File: src/rtl/adc_iq_capture_packer.sv
// I/Q ADC capture: synchronises adc_clk edges into clk, packs samples LSB-first into RAM words.
// Optional Q channel built only when IQ_Q_CHANNEL_EN is defined; otherwise mem_din_q is 0.
module adc_iq_capture_packer #(
  parameter int SAMPLE_W    = 1,
  parameter int WORD_W      = 8,
  parameter int ADDR_W      = 14,
  parameter int SYNC_STAGES = 2
) (
  input  logic                clk,
  input  logic                rst,
  input  logic                adc_clk,
  input  logic [SAMPLE_W-1:0] i_in,
  input  logic [SAMPLE_W-1:0] q_in,
  input  logic                start,
  input  logic                abort,
  input  logic [ADDR_W:0]     len_words,
  output logic                mem_we,
  output logic [ADDR_W-1:0]   mem_addr,
  output logic [WORD_W-1:0]   mem_din_i,
  output logic [WORD_W-1:0]   mem_din_q,
  output logic                busy,
  output logic                done,
  output logic [ADDR_W:0]     words_written
);

  localparam int SPW   = WORD_W / SAMPLE_W;
  localparam int CNT_W = (SPW > 1) ? $clog2(SPW) : 1;
  localparam int PIPE_W = SYNC_STAGES * SAMPLE_W;
  localparam logic [CNT_W-1:0] CNT_LAST = CNT_W'(SPW - 1);

  localparam logic [1:0] ST_IDLE    = 2'd0;
  localparam logic [1:0] ST_ARM     = 2'd1;
  localparam logic [1:0] ST_CAPTURE = 2'd2;

  logic [SYNC_STAGES-1:0] sync_q, sync_d;
  logic                   hist_q, hist_d;
  logic [PIPE_W-1:0]      i_pipe_q, i_pipe_d;
  logic [1:0]             state_q, state_d;
  logic [CNT_W-1:0]       cnt_q, cnt_d;
  logic [ADDR_W:0]        len_q, len_d;
  logic [ADDR_W:0]        ww_q, ww_d;
  logic [ADDR_W-1:0]      addr_q, addr_d;
  logic [WORD_W-1:0]      shadow_i_q, shadow_i_d, shadow_i_new;
  logic [WORD_W-1:0]      din_i_q, din_i_d;
  logic                   we_q, we_d;
  logic                   done_q, done_d;
  logic                   adc_edge;
  logic                   accept;
  logic                   word_done;
  logic [SAMPLE_W-1:0]    i_s;

  // Data rides a pipeline as deep as the clock synchroniser so it lines up with adc_edge.
  always_comb begin
    sync_d   = {sync_q[SYNC_STAGES-2:0], adc_clk};
    hist_d   = sync_q[SYNC_STAGES-1];
    i_pipe_d = {i_pipe_q[PIPE_W-SAMPLE_W-1:0], i_in};
  end

  assign adc_edge  = sync_q[SYNC_STAGES-1] & ~hist_q;
  assign i_s       = i_pipe_q[PIPE_W-1 -: SAMPLE_W];
  assign word_done = accept & (cnt_q == CNT_LAST);

  always_comb begin
    state_d = state_q;
    cnt_d   = cnt_q;
    len_d   = len_q;
    ww_d    = ww_q;
    addr_d  = addr_q;
    done_d  = 1'b0;
    accept  = 1'b0;
    if (we_q) begin
      addr_d = addr_q + 1'b1;
      ww_d   = ww_q + 1'b1;
    end
    if (abort) begin
      state_d = ST_IDLE;
    end else begin
      case (state_q)
        ST_IDLE: begin
          if (start) begin
            if (len_words == '0) begin
              done_d = 1'b1;
            end else begin
              len_d   = len_words;
              ww_d    = '0;
              addr_d  = '0;
              cnt_d   = '0;
              state_d = ST_ARM;
            end
          end
        end
        ST_ARM: begin
          if (adc_edge) begin
            accept  = 1'b1;
            state_d = ST_CAPTURE;
          end
        end
        ST_CAPTURE: begin
          if (we_q && ((ww_q + 1'b1) == len_q)) begin
            done_d  = 1'b1;
            state_d = ST_IDLE;
          end else if (adc_edge) begin
            accept = 1'b1;
          end
        end
        default: state_d = ST_IDLE;
      endcase
    end
    if (accept) begin
      cnt_d = (cnt_q == CNT_LAST) ? '0 : cnt_q + 1'b1;
    end
  end

  always_comb begin
    shadow_i_new = shadow_i_q;
    shadow_i_new[int'(cnt_q) * SAMPLE_W +: SAMPLE_W] = i_s;
    shadow_i_d = accept ? shadow_i_new : shadow_i_q;
    din_i_d    = word_done ? shadow_i_new : din_i_q;
    we_d       = word_done;
  end

  always_ff @(posedge clk or posedge rst) begin
    if (rst) begin
      sync_q     <= '0;
      hist_q     <= 1'b0;
      i_pipe_q   <= '0;
      state_q    <= ST_IDLE;
      cnt_q      <= '0;
      len_q      <= '0;
      ww_q       <= '0;
      addr_q     <= '0;
      shadow_i_q <= '0;
      din_i_q    <= '0;
      we_q       <= 1'b0;
      done_q     <= 1'b0;
    end else begin
      sync_q     <= sync_d;
      hist_q     <= hist_d;
      i_pipe_q   <= i_pipe_d;
      state_q    <= state_d;
      cnt_q      <= cnt_d;
      len_q      <= len_d;
      ww_q       <= ww_d;
      addr_q     <= addr_d;
      shadow_i_q <= shadow_i_d;
      din_i_q    <= din_i_d;
      we_q       <= we_d;
      done_q     <= done_d;
    end
  end

`ifdef IQ_Q_CHANNEL_EN
  logic [PIPE_W-1:0]   q_pipe_q, q_pipe_d;
  logic [WORD_W-1:0]   shadow_q_q, shadow_q_d, shadow_q_new;
  logic [WORD_W-1:0]   din_q_q, din_q_d;
  logic [SAMPLE_W-1:0] q_s;

  assign q_s = q_pipe_q[PIPE_W-1 -: SAMPLE_W];

  always_comb begin
    q_pipe_d     = {q_pipe_q[PIPE_W-SAMPLE_W-1:0], q_in};
    shadow_q_new = shadow_q_q;
    shadow_q_new[int'(cnt_q) * SAMPLE_W +: SAMPLE_W] = q_s;
    shadow_q_d   = accept ? shadow_q_new : shadow_q_q;
    din_q_d      = word_done ? shadow_q_new : din_q_q;
  end

  always_ff @(posedge clk or posedge rst) begin
    if (rst) begin
      q_pipe_q   <= '0;
      shadow_q_q <= '0;
      din_q_q    <= '0;
    end else begin
      q_pipe_q   <= q_pipe_d;
      shadow_q_q <= shadow_q_d;
      din_q_q    <= din_q_d;
    end
  end

  assign mem_din_q = din_q_q;
`else
  logic unused_q;
  assign unused_q  = ^q_in;
  assign mem_din_q = '0;
`endif

  assign mem_we        = we_q;
  assign mem_addr      = addr_q;
  assign mem_din_i     = din_i_q;
  assign busy          = (state_q != ST_IDLE);
  assign done          = done_q;
  assign words_written = ww_q;

endmodule

File: config.mk
export PLATFORM = sky130hd
export DESIGN_NAME = adc_iq_capture_packer
export DESIGN_NICKNAME = d
export VERILOG_FILES = /design/src/rtl/adc_iq_capture_packer.sv
export SDC_FILE = /design/constraint.sdc
export NUM_CORES = 1
export LEC_CHECK = 0
export ABC_AREA = 1
export CAP_MARGIN = 0
export CORE_UTILIZATION = 45
export DETAILED_ROUTE_END_ITERATION = 8
export PLACE_DENSITY = 0.72
export SYNTH_ARGS = -nofsm -noshare
export SYNTH_HDL_FRONTEND = slang
export SYNTH_SLANG_ARGS = --single-unit
export TNS_END_PERCENT = 1
File: constraint.sdc
create_clock -name clk -period 2.2 [get_ports clk]
set_input_delay 0.44 -clock clk [delete_from_list [all_inputs] [get_ports clk]]
set_output_delay 0.44 -clock clk [all_outputs]
set_load 0.01 [all_outputs]
==> impl_metrics.tcl, run 1 <==
set metrics [dict create \
    worstRegToRegCells 16 \
    min_from "i_pipe_q[0]" \
    p_leak_nw 2.66 \
    hold_path.class "reg -> reg" \
    syn-cell-area_um2 4130 \
    cts.clk_slew.worst_paths_ps 70 \
    rsz0062_at_grt "yes" \
    num_vias 3789 \
    antenna_found_initial 0 \
    clockBufferDepth 2 \
    drt_wl_total_um 10100 \
    port_buffers 60 \
    yosysMostFrequentCell "nand2_1" \
    synth-seq-cells 72 \
    yosysUniqueCellTypes 40 \
    cp_max_fo 6 \
    avgSynthCellArea_um2 7.55 \
    grt-ovfl-total 0 \
    synth-warning-count 0 \
    rr_endpoint "mem_din_i[0]" \
    fillCellCount 765 \
    worst_slew_pin_slew_ps 954 \
    synthArstFlopShare_pct 100 \
    diodes 0 \
    worst-setup-path-type "reg -> reg" \
    cp_common_cell "nand2_1" \
    holdPathEnd "i_pipe_q[1]" \
    synth.area.top_cells "dfrtp_1, nand2_1, inv_1, nand3_1, ha_1" \
    grt_pass1_vias 3597 \
    drive_gt1_share_pct 13.8 \
    dpl-instance-area_um2 4990 \
    period_share_pct 101 \
    syn2layout_area_growth_pct 30.7 \
    track_usage_pct 21.6 \
    dr.pass1.iters 8 \
    wire_per_inst_um 13.5 \
    cts.root.buffer_cell "clkbuf_8" \
    synth_top_area_share_pct 43.6 \
    end_kind "flip-flop" \
    cp_slowest_stage_delay_ps 430 \
    cts_tree "built" \
    ant_nets 0 \
    hold_violations 0 \
    critical_path_required_ps 2480 \
    num_io_pins 70 \
    synthFlopType "dfrtp_1" \
    grt_max_degree 73 \
    setup_viol 15 \
    die_h_um 97.8 \
    outcome "finished, violations left" \
    syn_inst 547 \
    arrival_ps 2510 \
    rows 34 \
    clock_latency_ps 350 \
    nets 671 \
    drc 12 \
    hold_path_depth 0 \
    place.gp.congestion 0.877 \
    dieArea_um2 9570 \
    coreArea_um2 8810 \
    r2r-start "words_written[1]" \
    ys_top_cells_by_count "nand2_1, dfrtp_1, inv_1, nand3_1, nor2_1" \
    power_w 0.00362 \
    fin_worst_skew_ps 9.54 \
    yosysTopAreaCell "dfrtp_1" \
    slew_headroom_pct 36.2 \
    dp_hpwl_um 6910 \
    slowest_stage "dfrtp_1" \
    grt_pass1_wl_um 16600 \
    slew_viol_final 0 \
    clock-sinks 72 \
    crit_family "simple AND/OR/NAND/NOR gates" \
    start_util_pct 46.9 \
    multi_input_area_um2 2110 \
    yosysSeqAreaShare_pct 43.6 \
    synth_enable_flop_cells 0 \
    cp-start-kind "flip-flop" \
    final_cell_area_um2 5400 \
    r2r_slack_ps -30 \
    layout_min_cycle_time_ps 2230 \
    worstPathCellList "buf_6, nand2_2, nor2_4, buf_4, nand4_1, nand2_1, nand2_1, nand2_1, nand3_1, nor2_2, nand3_2, nand2_4, nand2_8, nand3_4, nand2_1, nand2_1" \
    drt_iter0_markers 201 \
    die_width_um 97.8 \
    max_freq_ghz 0.449 \
    numCtsBuffers 9 \
    violations "DRC, setup timing" \
    setup_ws_ps -29.4 \
    vias_per_cell 5.07 \
    ir_worst_vdd_mv 0.403 \
    cap_violations 0 \
    seqCellArea_um2 1810 \
    crit_buf_inv 2 \
    powerDensity_nw_per_um2 670 \
    htreeDepth 3 \
]
registers in the layout, summed over array words and instances, names as in the netlist:
signal / flops
len_q: 15
mem_we: 1
mem_din_i: 8
words_written: 15
cnt_q: 3
state_q: 2
sync_q: 2
i_pipe_q: 2
done: 1
hist_q: 1
shadow_i_q: 8
mem_addr: 14
placed cells by master (no fill, tap or decap), types with 4 or more instances in the layout:
cell type | synthesis | final
inv_1 | 72 | 69
nand3b_1 | 4 | 4
nand2_1 | 168 | 161
ha_1 | 13 | 12
nor3_1 | 7 | 6
buf_12 | 0 | 5
clkdlybuf4s50_1 | 0 | 59
xor2_1 | 5 | 5
nand3_1 | 47 | 43
xnor2_1 | 4 | 4
a21oi_1 | 13 | 13
buf_4 | 8 | 24
dfrtp_1 | 72 | 69
nor2_2 | 4 | 4
clkbuf_8 | 0 | 12
nand4_1 | 22 | 22
nand2_4 | 4 | 5
nand2_2 | 3 | 9
nor2_4 | 2 | 5
o21ai_0 | 25 | 24
nand3_2 | 2 | 5
conb_1 | 1 | 8
nor2_1 | 35 | 32
repair_timing:
action	CTS	global route
resized for setup	7	27
setup endpoints to repair	20	23
hold buffers	0	0
cloned	1	3
hold endpoints to repair	0	0
pin swaps	0	24
buffers inserted	0	8
metrics by stage:
| stage | setup slack (ps) | std cells | hold WS, ps | TNS, ps | utilization (%) |
|---|---|---|---|---|---|
| after floorplan | 96.8 | 554 | 331 | 0 | - |
| after global placement | -85.0 | 721 | 331 | -1680 | 56.7 |
| after detailed placement | -109 | 721 | 338 | -2860 | 56.7 |
| after CTS | 2.25 | 736 | 352 | 0 | 59.2 |
| after global routing | -191 | 747 | 357 | -3480 | 61.3 |
| final | -29.4 | 747 | 351 | -194 | 61.3 |
where the power goes:
group,leakage [nW],total [W],switching (W),internal [W]
Sequential,0.964,0.00160,0.000104,0.00149
Combinational,1.61,0.00105,0.000644,0.000402
Clock,0.0886,0.000975,0.000483,0.000492
Total,2.66,0.00362,0.00123,0.00239
layout make-up:
| type | instances | share of cell area, % |
|---|---|---|
| flip-flops and latches | 72 | 33.4 |
| multi-input cells | 390 | 39.1 |
| clock buffers | 14 | 3.20 |
| well taps | 108 | 2.50 |
| inverters | 73 | 5.19 |
| repair buffers | 90 | 16.6 |
worst max path at each step:
stage | from | endpoint | cells after the start
2_1_floorplan | words_written[0] | cnt_q[0] | 15
4_1_cts | words_written[2] | shadow_i_q[6] | 14
3_3_place_gp | len_words[5] | len_q[2] | 13
5_1_grt | words_written[1] | mem_din_i[4] | 16
3_5_place_dp | len_words[4] | len_q[7] | 13
6_report | words_written[1] | mem_din_i[0] | 16
cell families (layout without fill, tap and decap cells):
kind of cell    Yosys count  count (layout)  share of synthesized area, %
compound gates           49              49                          6.60
xor+xnor                  9               9                          1.91
flops                    72              72                          43.6
other cells               1               8                        0.0908
fa+ha+maj                13              13                          3.94
simple gates            304             308                          33.1
buf+inv                  96             177                          9.96
mux                       3               3                         0.757
layer usage:
| metal | vias up | wire [um] | GRT usage (%) |
|---|---|---|---|
| li1 | 1915 | - | - |
| met1 | 1776 | 4520 | 27.3 |
| met2 | 88 | 4960 | 37.0 |
| met3 | 10 | 462 | 3.51 |
| met4 | 0 | 154 | 8.74 |
| met5 | - | 0 | 0 |
(Power assumes the default switching activity.)
==> inputs of run 2 (changes only) <==
CTS_BUF_LIST = sky130_fd_sc_hd__clkbuf_4 sky130_fd_sc_hd__clkbuf_8 sky130_fd_sc_hd__clkbuf_16   (was unset)
==> run 2 against run 1 <==
The run still ends with DRC, setup timing left. Die area is the same. Design area grew 0.14%. Final cell count is the same. Non-clock buffer count is the same. Register-to-register slack lost 20 ps. Clock skew is essentially flat. Maximum frequency shrank 0.91%. Clock power is essentially flat. First-iteration DRC count grew 13%. Via count grew 0.84%. Core utilization grew 0.085 points. Critical path depth is the same.
==> impl_metrics.tcl, run 2 (synthesized netlist as in run 1, its figures left out) <==
set metrics [dict create \
    cts_tree "built" \
    r2r_slack_ps -50 \
    rows 34 \
    clock-sinks 72 \
    r2r-start "words_written[1]" \
    multi_input_area_um2 2110 \
    grt_pass1_wl_um 16600 \
    hold_violations 0 \
    rsz0062_at_grt "yes" \
    layout_min_cycle_time_ps 2250 \
    cp_common_cell "nand2_1" \
    fin_worst_skew_ps 9.94 \
    worstPathCellList "buf_6, nand2_2, nor2_4, buf_4, nand4_1, nand2_1, nand2_1, nand2_1, nand3_1, nor2_2, nand3_2, nand2_4, nand2_8, nand3_4, nand2_1, nand2_1" \
    drc 12 \
    cts.clk_slew.worst_paths_ps 70 \
    slew_viol_final 0 \
    final_cells 747 \
    slowest_stage "dfrtp_1" \
    clock_latency_ps 350 \
    coreArea_um2 8810 \
    num_io_pins 70 \
    cp.depth 16 \
    dp_hpwl_um 6910 \
    dr.pass1.iters 7 \
    drive_gt1_share_pct 14.1 \
    ctsHoldBuffers 0 \
    final_cell_mix "nand2_1, inv_1, dfrtp_1" \
    critical_path_required_ps 2490 \
    whs_ps 351 \
    diodes 0 \
    clockBufferDepth 2 \
    setup_ws_ps -49.7 \
    worstRegToRegCells 16 \
    start_util_pct 46.9 \
    pre_cts_ws_ps -109 \
    worst-setup-path-type "reg -> reg" \
    outcome "finished, violations left" \
    cp-start-kind "flip-flop" \
    grt_max_degree 73 \
    violations "DRC, setup timing" \
    slew_headroom_pct 36.7 \
    final_common_cell "nand2_1" \
    die_width_um 97.8 \
    setup_viol 21 \
    crit_buf_inv 2 \
    period_share_pct 102 \
    ir_worst_vdd_mv 0.409 \
    wire_per_inst_um 13.6 \
    critPathLaunch "words_written[1]" \
    ant_nets 0 \
    cp_max_fo 6 \
    crit_family "simple AND/OR/NAND/NOR gates" \
    syn2layout_area_growth_pct 30.9 \
    place.gp.congestion 0.877 \
    num_vias 3821 \
    numCtsBuffers 9 \
    cp_slowest_stage_delay_ps 430 \
    grt-ovfl-total 0 \
    track_usage_pct 21.6 \
    die_h_um 97.8 \
    worst_slew_pin_slew_ps 946 \
    hold_path.class "reg -> reg" \
    max_freq_ghz 0.444 \
    nets 671 \
    dieArea_um2 9570 \
    end_kind "flip-flop" \
    rr_endpoint "mem_din_i[0]" \
    htreeDepth 3 \
    p_leak_nw 2.67 \
    powerDensity_nw_per_um2 675 \
    cap_violations 0 \
    port_buffers 60 \
    fillCellCount 762 \
    cp-endpoint "mem_din_i[0]" \
    antenna_found_initial 0 \
    arrival_ps 2540 \
    seqCellArea_um2 1810 \
    vias_per_cell 5.12 \
    drt_iter0_markers 228 \
    grt_pass1_vias 3596 \
    cts.root.buffer_cell "clkbuf_8" \
    drt_wl_total_um 10100 \
    post-place-cells 721 \
]
-- run 2: changes by cell type in the layout (fill, tap and decap cells not counted) --
| cell | change |
|---|---|
| clkbuf_1 | -2 |
| clkbuf_4 | +2 |
-- run 2: repair_timing --
| action | 4_1_cts | 5_1_grt |
|---|---|---|
| setup endpoints to repair | 20 | 23 |
| resized for setup | 7 | 27 |
| buffers inserted | 0 | 8 |
| pin swaps | 0 | 24 |
| cloned | 1 | 3 |
-- run 2: area by class of cell --
type                            count  share of cell area (%)
Multi-Input combinational cell    390                    39.1
Sequential cell                    72                    33.4
Tap cell                          108                    2.50
Clock buffer                       14                    3.33
Inverter                           73                    5.18
Timing Repair Buffer               90                    16.5
-- run 2: worst min path at each step --
| stage | start | endpoint | slack [ps] | cells past startpoint |
|---|---|---|---|---|
| final | i_pipe_q[0] | i_pipe_q[1] | 350 | 0 |
| after global routing | sync_q[0] | sync_q[1] | 350 | 0 |
| after detailed placement | i_pipe_q[0] | i_pipe_q[1] | 340 | 0 |
| after floorplan | i_pipe_q[0] | i_pipe_q[1] | 330 | 0 |
| after global placement | i_pipe_q[0] | i_pipe_q[1] | 330 | 0 |
| after CTS | sync_q[0] | sync_q[1] | 350 | 0 |
-- run 2: stage by stage --
step / setup TNS (ps) / power, W / util, % / cell area [um^2]
floorplan: 0 / 0.00223 / - / 4160
global placement: -1680 / 0.00251 / 56.7 / 4990
detailed placement: -2860 / 0.00254 / 56.7 / 4990
CTS: 0 / 0.00358 / 59.3 / 5230
global route: -3460 / 0.00388 / 61.4 / 5410
finish: -591 / 0.00365 / 61.4 / 5410
-- run 2: report_power, final --
group / switching (W) / internal, W / leakage, nW
combinational: 0.000646 / 0.000402 / 1.61
sequential: 0.000105 / 0.00149 / 0.964
clock: 0.000487 / 0.000516 / 0.0955
-- run 2: routing by layer --
layer / GRT usage (%) / routed length, um
met1: 27.4 / 4540
met2: 36.8 / 5010
met3: 3.51 / 417
met4: 8.74 / 180
met5: 0 / 0
==> edit 1 (settings of run 1) <==
Set the parameter `WORD_W` to 16 (it was 8).
--- a/src/rtl/adc_iq_capture_packer.sv
+++ b/src/rtl/adc_iq_capture_packer.sv
@@ -2,7 +2,7 @@
 // Optional Q channel built only when IQ_Q_CHANNEL_EN is defined; otherwise mem_din_q is 0.
 module adc_iq_capture_packer #(
   parameter int SAMPLE_W    = 1,
-  parameter int WORD_W      = 8,
+  parameter int WORD_W      = 16,
   parameter int ADDR_W      = 14,
   parameter int SYNC_STAGES = 2
 ) (
Ports: changed (resized mem_din_i and mem_din_q); port bits go from 70 to 86. No check against the original RTL was run, so the function may have changed too.
==> edit 1 against run 1 <==
The run ends with negative setup slack left. Critical path depth down 4. Clock power grew 61%. Setup slack got worse by 0.065 ns. Sequential cell count increased by 17. Via count is 34% higher. Design area up 27%. Routed wire length rose by 36%. Synthesized area grew 29%. Power rose by 47%. Critical path type unchanged. Critical endpoint is now shadow_i_q[5]. Largest power group unchanged. Highest routed layer unchanged.
==> edit 1: results (changes against run 1) <==
.. list-table::
   :header-rows: 1

   * - Metric
     - Value
   * - M3 GR Usage
     - 0.0328 (was 0.0351)
   * - Met3 routed WL
     - 582 um (was 462 um)
   * - Drt total wl
     - 13.7 mm (was 10.1 mm)
   * - Maximum fanout count along the critical path
     - 12 (was 6)
   * - Share of the synthesized area in compound gates (AO/OA/AOI/OAI)
     - 0.0659 (was 0.0660)
   * - Placed Instances
     - 954 (was 721)
   * - Capture point of the worst reg-to-reg path
     - shadow_i_q[5] (was mem_din_i[0])
   * - Logic depth of the worst register-to-register path
     - 12 (was 16)
   * - Global routing met1 resource utilization
     - 0.262 (was 0.273)
   * - First-pass GRT wire length
     - 21.5 mm (was 16.6 mm)
   * - Portion of the post-synthesis area used by sequential elements
     - 0.419 (was 0.436)
   * - Initial DRC Count
     - 289 (was 201)
   * - Number of clock buffers in the layout
     - 11 (was 14)
   * - Cell area reported after detailed placement
     - 6310 um^2 (was 4990 um^2)
   * - Sequential standard cell area
     - 2230 um^2 (was 1810 um^2)
   * - Total of flip-flops plus latches after synthesis
     - 89 (was 72)
   * - Run status
     - finished with violations (unchanged)
   * - Setup TNS after final layout
     - -2.34 ns (was -0.194 ns)
   * - Area contributors post-synth
     - sky130_fd_sc_hd__dfrtp_1 (42%), sky130_fd_sc_hd__nand2_1 (15%), sky130_fd_sc_hd__inv_1 (7.3%) (was sky130_fd_sc_hd__dfrtp_1 (44%), sky130_fd_sc_hd__nand2_1 (15%), sky130_fd_sc_hd__inv_1 (6.5%))
   * - Violated checks
     - negative setup slack (was design-rule violations, negative setup slack)
   * - Delay of the slowest critical-path stage
     - 0.48 ns (was 0.43 ns)
   * - Master cell of the clock root buffer
     - sky130_fd_sc_hd__clkbuf_16 (was sky130_fd_sc_hd__clkbuf_8)
   * - Count of final setup violators
     - 36 (was 15)
   * - Smallest setup slack after layout
     - -0.0948 ns (was -0.0294 ns)
   * - Via count of the first global-routing pass
     - 4684 (was 3597)
[edit 1: cell types whose count changed after synthesis, moves of 6 or more]
| cell | change |
|---|---|
| sky130_fd_sc_hd__dfrtp_1 | +17 |
| sky130_fd_sc_hd__nand3_1 | +18 |
| sky130_fd_sc_hd__nor2_1 | +22 |
| sky130_fd_sc_hd__inv_1 | +32 |
| sky130_fd_sc_hd__a21oi_1 | +6 |
| sky130_fd_sc_hd__nand2_1 | +40 |
| sky130_fd_sc_hd__o21ai_0 | +8 |
| sky130_fd_sc_hd__buf_4 | +9 |
| sky130_fd_sc_hd__nand4_1 | +15 |
[edit 1: worst max path at each step]
stage	end	slack [ns]	start
floorplan	mem_din_i[8]	-0.04	cnt_q[0]
global placement	mem_addr[7]	-0.07	len_words[3]
detailed placement	shadow_i_q[0]	-0.07	words_written[1]
CTS	mem_din_i[15]	-0.03	words_written[0]
global route	mem_din_i[15]	-0.26	cnt_q[1]
finish	shadow_i_q[5]	-0.09	words_written[8]
==> edit 2 (settings of run 1) <==
Made on the original files. Register the inputs `i_in`, `start`, `abort` and `len_words` before use, without a reset. The logic sees them one clock later. The other inputs are not delayed to match.
--- a/src/rtl/adc_iq_capture_packer.sv
+++ b/src/rtl/adc_iq_capture_packer.sv
@@ -32,6 +32,18 @@
   localparam logic [1:0] ST_ARM     = 2'd1;
   localparam logic [1:0] ST_CAPTURE = 2'd2;
 
+  logic [SAMPLE_W-1:0] i_q;
+  logic start_q;
+  logic abort_q;
+  logic [ADDR_W:0] len_words_q;
+
+  always_ff @(posedge clk) begin
+    i_q         <= i_in;
+    start_q     <= start;
+    abort_q     <= abort;
+    len_words_q <= len_words;
+  end
+
   logic [SYNC_STAGES-1:0] sync_q, sync_d;
   logic                   hist_q, hist_d;
   logic [PIPE_W-1:0]      i_pipe_q, i_pipe_d;
@@ -53,7 +65,7 @@
   always_comb begin
     sync_d   = {sync_q[SYNC_STAGES-2:0], adc_clk};
     hist_d   = sync_q[SYNC_STAGES-1];
-    i_pipe_d = {i_pipe_q[PIPE_W-SAMPLE_W-1:0], i_in};
+    i_pipe_d = {i_pipe_q[PIPE_W-SAMPLE_W-1:0], i_q};
   end
 
   assign adc_edge  = sync_q[SYNC_STAGES-1] & ~hist_q;
@@ -72,16 +84,16 @@
       addr_d = addr_q + 1'b1;
       ww_d   = ww_q + 1'b1;
     end
-    if (abort) begin
+    if (abort_q) begin
       state_d = ST_IDLE;
     end else begin
       case (state_q)
         ST_IDLE: begin
-          if (start) begin
-            if (len_words == '0) begin
+          if (start_q) begin
+            if (len_words_q == '0) begin
               done_d = 1'b1;
             end else begin
-              len_d   = len_words;
+              len_d   = len_words_q;
               ww_d    = '0;
               addr_d  = '0;
               cnt_d   = '0;
Function: changed (Yosys sat finds a counterexample within 4 cycles, from zero or initial values and one cycle with rst high).
==> edit 2 against run 1 <==
Design area rose by 4.7%. Synthesized area rose by 9.2%. Power rose by 17%. Count of clock-buffer cells in the layout fell by 4. Via count rose by 6.7%. Non-clock buffer count fell by 9. Sequential cell count rose by 18. Routed wire length rose by 3.7%. Setup slack improved by 0.072 ns. Largest cell class is now sequential cells.
==> edit 2: results (changes against run 1) <==
.. list-table::
   :header-rows: 1

   * - Metric
     - Value
   * - Maximum resistive drop on vdd
     - 403 uV (about the same)
   * - Global routing met1 resource utilization
     - 0.262 (was 0.273)
   * - Delay of the slowest critical-path stage
     - 0.37 ns (was 0.43 ns)
   * - M3 GR Usage
     - 0.0390 (was 0.0351)
   * - M1 wire length
     - 4.51 mm (was 4.52 mm)
   * - Worst Hold End
     - i_pipe_q[0] (was i_pipe_q[1])
   * - Register-to-register path setup slack
     - 0.04 ns (was -0.03 ns)
   * - Run status
     - finished clean (was finished with violations)
   * - Reg clk slew, reported paths
     - 0.09 ns (was 0.07 ns)
   * - Proportion of power drawn by the clock network
     - 0.249 (was 0.269)
   * - Capture point of the worst reg-to-reg path
     - mem_din_i[6] (was mem_din_i[0])
   * - Area contributors post-synth
     - sky130_fd_sc_hd__dfrtp_1 (40%), sky130_fd_sc_hd__nand2_1 (14%), sky130_fd_sc_hd__dfxtp_1 (8.0%) (was sky130_fd_sc_hd__dfrtp_1 (44%), sky130_fd_sc_hd__nand2_1 (15%), sky130_fd_sc_hd__inv_1 (6.5%))
   * - Share of post-route cells with drive strength above 1
     - 0.105 (was 0.138)
   * - Maximum fanout count along the critical path
     - 9 (was 6)
   * - All-Layer GR Usage
     - 0.215 (was 0.216)
   * - Setup repair bufs after CTS
     - 1 (was 0)
   * - Leakage power of the design
     - 2.59 nW (was 2.66 nW)
   * - Arrival time at the worst endpoint
     - 2.46 ns (was 2.51 ns)
   * - Async set or reset register ratio after synthesis
     - 0.800 (was 1.00)
   * - Worst setup slack before clock tree synthesis
     - -0.0790 ns (was -0.109 ns)
   * - Mux cell area share after synthesis
     - 0.00250 (was 0.00757)
   * - Crit path launch
     - words_written[0] (was words_written[1])
   * - Portion of the post-synthesis area used by sequential elements
     - 0.479 (was 0.436)
   * - Post-Synth Adder-Cell Area
     - 0.0360 (was 0.0394)
   * - Final clock-cell share
     - 0.0314 (was 0.0320)
   * - DPL Wire Length
     - 7.64 mm (was 6.91 mm)
edit 2: cell count changes in the layout (fill, tap and decap cells not counted), sizes merged, moves of 4 or more:
| cell | change |
|---|---|
| inv | -8 |
| nand3 | +4 |
| clkinvlp | +4 |
| o21ai | +4 |
| nand2 | -11 |
| buf | -10 |
| dfxtp | +18 |
| a21oi | +10 |
| nor2 | +13 |
edit 2: metrics by stage:
step / util / hold WS, ns / power (mW) / cells / instance area (um^2)
6_report: 0.581 / 0.333 / 4.23 / 793 / 5650
5_1_grt: 0.581 / 0.347 / 4.50 / 793 / 5650
4_1_cts: 0.570 / 0.336 / 4.16 / 789 / 5550
3_5_place_dp: 0.550 / 0.324 / 3.09 / 772 / 5350
3_3_place_gp: 0.550 / 0.322 / 3.05 / 772 / 5350
2_1_floorplan: - / 0.316 / 2.77 / 585 / 4540
edit 2: worst reg2reg max path, cell delays in order, from the launching register on:
cell and delay, ns:
sky130_fd_sc_hd__dfrtp_1 0.37, sky130_fd_sc_hd__buf_4 0.16, sky130_fd_sc_hd__clkinvlp_4 0.16, sky130_fd_sc_hd__nor2_4 0.21, sky130_fd_sc_hd__nand3_1 0.13, sky130_fd_sc_hd__nand3_1 0.12, sky130_fd_sc_hd__nand2_1 0.06, sky130_fd_sc_hd__nor2_1 0.08
sky130_fd_sc_hd__nand2_1 0.05, sky130_fd_sc_hd__nor2_1 0.12, sky130_fd_sc_hd__nand3_2 0.11, sky130_fd_sc_hd__nand2_2 0.09, sky130_fd_sc_hd__nand2_4 0.08, sky130_fd_sc_hd__buf_8 0.14, sky130_fd_sc_hd__nand3_4 0.10, sky130_fd_sc_hd__nand2_1 0.07
sky130_fd_sc_hd__nand2_1 0.05
